**src/rtl/fv_arith_pkg.sv**
```systemverilog
// Shared arithmetic definitions for the sequential divider and multiplier.
// Holds the common FSM state encoding and the default operand width.
package fv_arith_pkg;

  localparam int FV_ARITH_W = 16;

  typedef enum logic [1:0] {
    ST_IDLE = 2'd0,
    ST_CALC = 2'd1,
    ST_DONE = 2'd2
  } fv_state_e;

endpackage

```
**src/rtl/seq_mul_add.sv**
```systemverilog
// Sequential shift-and-add MAC: product = multiplicand * multiplier + addend.
// Ports: clk, rstn (async low), start, multiplicand/multiplier/addend [N],
//        product [2N], busy, done.  Option: SEQ_MUL_ADD_EARLY_EXIT_EN.
module seq_mul_add
  import fv_arith_pkg::*;
#(
  parameter int N = FV_ARITH_W
) (
  input  logic           clk,
  input  logic           rstn,
  input  logic           start,
  input  logic [N-1:0]   multiplicand,
  input  logic [N-1:0]   multiplier,
  input  logic [N-1:0]   addend,
  output logic [2*N-1:0] product,
  output logic           busy,
  output logic           done
);

  localparam int CW = $clog2(N + 1);

  fv_state_e state_q;
  fv_state_e state_d;

  logic [2*N-1:0] acc_q;
  logic [2*N-1:0] mcand_q;
  logic [N-1:0]   mplier_q;
  logic [CW-1:0]  count_q;
  logic [2*N-1:0] product_q;
  logic           done_q;
  logic           last;

  // Final CALC iteration; early exit also stops once no set
  // multiplier bits remain after this shift.
  always_comb begin
    last = (count_q == CW'(1));
`ifdef SEQ_MUL_ADD_EARLY_EXIT_EN
    if (mplier_q[N-1:1] == '0) begin
      last = 1'b1;
    end
`endif
  end

  always_comb begin
    state_d = state_q;
    unique case (state_q)
      ST_IDLE: if (start) state_d = ST_CALC;
      ST_CALC: if (last) state_d = ST_DONE;
      ST_DONE: state_d = ST_IDLE;
      default: state_d = ST_IDLE;
    endcase
  end

  always_ff @(posedge clk or negedge rstn) begin
    if (!rstn) begin
      state_q <= ST_IDLE;
    end else begin
      state_q <= state_d;
    end
  end

  always_ff @(posedge clk or negedge rstn) begin
    if (!rstn) begin
      acc_q     <= '0;
      mcand_q   <= '0;
      mplier_q  <= '0;
      count_q   <= '0;
      product_q <= '0;
      done_q    <= 1'b0;
    end else begin
      unique case (state_q)
        ST_IDLE: begin
          done_q <= 1'b0;
          if (start) begin
            acc_q    <= {{N{1'b0}}, addend};
            mcand_q  <= {{N{1'b0}}, multiplicand};
            mplier_q <= multiplier;
            count_q  <= CW'(N);
          end
        end
        ST_CALC: begin
          if (mplier_q[0]) begin
            acc_q <= acc_q + mcand_q;
          end
          mcand_q  <= mcand_q << 1;
          mplier_q <= mplier_q >> 1;
          count_q  <= count_q - CW'(1);
        end
        ST_DONE: begin
          product_q <= acc_q;
          done_q    <= 1'b1;
        end
        default: begin
          done_q <= 1'b0;
        end
      endcase
    end
  end

  assign product = product_q;
  assign done    = done_q;
  assign busy    = (state_q != ST_IDLE);

endmodule

```
**config.mk**
```make
export PLATFORM = sky130hd
export DESIGN_NAME = seq_mul_add
export DESIGN_NICKNAME = d
export VERILOG_FILES = /design/src/rtl/fv_arith_pkg.sv /design/src/rtl/seq_mul_add.sv
export SDC_FILE = /design/constraint.sdc
export NUM_CORES = 1
export LEC_CHECK = 0
export ABC_AREA = 1
export BUFFER_PORTS_ARGS = -buffer_cell sky130_fd_sc_hd__buf_2
export CAP_MARGIN = 10
export CORE_UTILIZATION = 45
export CTS_CLUSTER_SIZE = 28
export DETAILED_ROUTE_END_ITERATION = 10
export GPL_TIMING_DRIVEN = 0
export HOLD_SLACK_MARGIN = 0.12
export PLACE_DENSITY = 0.63
export SLEW_MARGIN = 20
export SYNTH_ARGS = -nofsm -noshare
export SYNTH_HDL_FRONTEND = slang
export SYNTH_SLANG_ARGS = --single-unit
```
**constraint.sdc**
```tcl
create_clock -name clk -period 3.5 [get_ports clk]
set_input_delay 0.175 -clock clk [delete_from_list [all_inputs] [get_ports clk]]
set_output_delay 0.175 -clock clk [all_outputs]
set_load 0.05 [all_outputs]
```
==> metrics.md <==
| Metric | Value |
|---|---|
| Grt total ovfl | 0 |
| Nets | 1,233 |
| Switching power | 4450 uW |
| Share of the synthesized area in the top cell type | 41.3% |
| YS warnings | 0 |
| Critical Path RT | 3810 ps |
| Routability cong. | 0.922 |
| CP Class | register to register |
| Ports | 85 |
| Status | completed |
| Worst VDD drop | 0.504 mV |
| Reg2Reg Depth | 10 |
| # setup viols final | 0 |
| Most common cell in the netlist | nand2_1 |
| Ys flop type | dfrtp_1 |
| Worst path arrival time | 2710 ps |
| DIE HEIGHT | 129 microns |
| Setup crit start | acc_q[0] |
| Unrepaired setup endpoints after global routing | false |
| Total GRT Usage | 26.1% |
| Sequential cell area fraction in the yosys report | 41.3% |
| Largest net degree at the start of global routing | 79 |
| Fin crit share | 68.5% |
| Clk sink count | 120 |
| Worst Tran Pin Value | 730 ps |
| Drt drc | 0 |
| PortBufs | 84 |
| Post-CTS Setup Inserts | 0 |
| Worst Hold End | acc_q[11] |
| Core area | 0.0158 sq mm |
| Final Hold Viols | 0 |
| PwrDens | 1030 mW/mm^2 |
| Post-Syn Area | 0.00727 sq mm |
| Post-synth top cells | nand2_1 (320), inv_1 (147), dfrtp_1 (120) |
| Switching share of power | 47.5% |
| Cells after Synth | 999 |
| Critical R2R Launch | acc_q[0] |
| Reg-to-reg critical path endpoint | acc_q[28] |
| Post-synth EDFFs | 0 |
| Post-synth ARST share | 100% |
| Worst hold path type | primary input to register |
| TritonCTS Buffers | 17 |
| WL per Instance | 14.6 microns |
| P&R area growth vs syn | 25.2% |
| H-tree depth | 4 |
| Via Count | 6,822 |
| Hold path cells | 4 |
| Hold path start | addend[11] |
| F_max | 417 MHz |
| Slew Limit Headroom | 51.4% |
| DRT iter0 DRCs | 380 |
| Reg-to-reg slack, setup | 1100 ps |
| Layout cells sized above 1 | 14.7% |
| Hold WS | 138 ps |
| TritonCTS clock tree | done |
| #FFs+latches synth | 120 |
| Post_cts resized | 0 |
| Initial Utilization | 45.9% |
| Nature of the critical path startpoint | register |
| Clock network power share | 20.7% |
| Maximum buffer depth of the clock tree | 2 |
| Synth area leaders | dfrtp_1 (41%), nand2_1 (17%), inv_1 (7.6%), ha_1 (5.7%), nor2_1 (4.8%) |
| Detail Placement HPWL | 14.9 mm |
| Syn Nets | 1,084 |
| Initial antenna violation count | 0 |
| Sequential group share of total power | 26.1% |
| Worst Skew | 9.00 ps |
| Latest clock arrival within the worst-skew pair | 420 ps |
| CP Capture Type | register |
| Row cnt | 46 |
| Number of diodes | 0 |
| Distinct cells, synth | 36 |
| Worst-path fanout max | 4 |
| First-pass GRT wire length | 33.0 mm |
| Max Cap Viol | 0 |
| Final min period | 2400 ps |
| Vias in the first global route | 6,550 |
| ANT nets after route | 0 |
| Post-synth top area cell | dfrtp_1 |
| Via density per instance | 4.95 |
| Setup TNS | 0 ps |
| Fin area | 0.00910 sq mm |
| Slew Viols, Final | 0 |
| Internal power | 4920 uW |
| Die Width | 129 microns |
| DP Area | 0.00799 sq mm |
| Clk pin slew, worst setup/hold paths | 60 ps |
| Root buf cell | clkbuf_16 |
| First drt pass iteration count | 6 |
| Comb pwr share | 53.3% |
| Overall routed net length | 20.1 mm |
| Leakage | 0.00498 uW |
| Die Area | 0.0167 sq mm |
| Syn avg cell area | 7.27 sq um |
[cell type report]
| cell class | count | area, sq um |
|---|---|---|
| timing repair buffer | 130 | 905 |
| clock buffer | 22 | 494 |
| fill | 1497 | 6730 |
| sequential | 120 | 3000 |
| multi-input combinational | 699 | 3550 |
| clock inverter | 10 | 164 |
| tap | 216 | 270 |
| inverter | 152 | 573 |
| buffer | 28 | 136 |
[flip-flops by register name (all words and copies together), names as in the netlist]
| signal | count |
|---|---|
| done | 1 |
| mplier_q | 16 |
| acc_q | 32 |
| product | 32 |
| state_q | 2 |
| mcand_q | 32 |
| count_q | 5 |
[logic make-up (layout without fill, tap and decap cells)]
kind of cell / after synthesis / in the layout / share of synthesized area [%]
adder cells (fa/ha/maj): 34 / 34 / 5.96
AND/OR/NAND/NOR: 489 / 489 / 27.5
flip-flops: 120 / 120 / 41.3
XOR/XNOR: 9 / 9 / 1.08
AO/OA/AOI/OAI: 143 / 143 / 10.7
buffers and inverters: 180 / 342 / 9.76
multiplexers: 24 / 24 / 3.72
[worst max path at each step]
stage	endpoint	slack [ps]	cells after the start
after floorplan	acc_q[12]	1640	10
after global placement	mplier_q[12]	670	1
after detailed placement	acc_q[28]	1130	10
after CTS	acc_q[28]	1100	10
after global routing	acc_q[20]	970	10
final	acc_q[28]	1100	10
[stage by stage]
stage | total power [uW] | setup slack, ps | util, % | cells
after floorplan | 6060 | 1640 | - | 999
after global placement | 7310 | 673 | 50.3 | 1299
after detailed placement | 7390 | 1130 | 50.5 | 1300
after CTS | 9410 | 1100 | 57.5 | 1377
after global routing | 10200 | 973 | 57.5 | 1377
final | 9370 | 1100 | 57.5 | 1377
[power by group through the flow]
stage                     clock (uW)  sequential, uW  combinational (uW)
after floorplan                    0            2860                3190
after global placement             0            2450                4870
after detailed placement           0            2450                4940
after CTS                       1970            2440                5000
after global routing            2020            2520                5610
final                           1940            2440                4990
[per-layer routing]
| metal | vias up | GRT usage, % | wire length [microns] | part of all wire [%] |
|---|---|---|---|---|
| met5 | - | 0 | 0 | 0 |
| met4 | 0 | 8.93 | 380 | 1.9 |
| met3 | 29 | 5.28 | 1050 | 5.2 |
| met2 | 169 | 42.1 | 9180 | 46 |
| met1 | 3155 | 35.2 | 9480 | 47 |
| li1 | 3469 | - | - | - |
[critical path, stage by stage, from the launching register on]
cell and delay (ps):
dfrtp_1 410, ha_1 290, fa_1 520, nand3_1 130
nand3_1 150, nand3_1 110, nand3_1 220, nand2_1 180
nand3_1 90, nand3_1 110, nand2_1 60
[what timing repair did]
action	4_1_cts	5_1_grt
setup endpoints to repair	0	0
hold buffers	45	0
hold endpoints to repair	123	0
[placed cells by master (no fill, tap or decap), types with 5 or more instances in the layout]
cell,count
xor2_1,7
nand4_1,5
clkbuf_8,5
nor2_1,92
inv_1,147
clkbuf_16,17
buf_2,93
dfrtp_1,120
a21oi_1,49
nand2_1,320
o21ai_1,15
ha_1,33
buf_4,5
o21bai_1,5
o22ai_1,20
o21ai_0,44
nand3_1,54
dlygate4sd3_1,45
clkbuf_1,12
mux2_2,24
No activity file was read; power rests on OpenSTA's default activity.
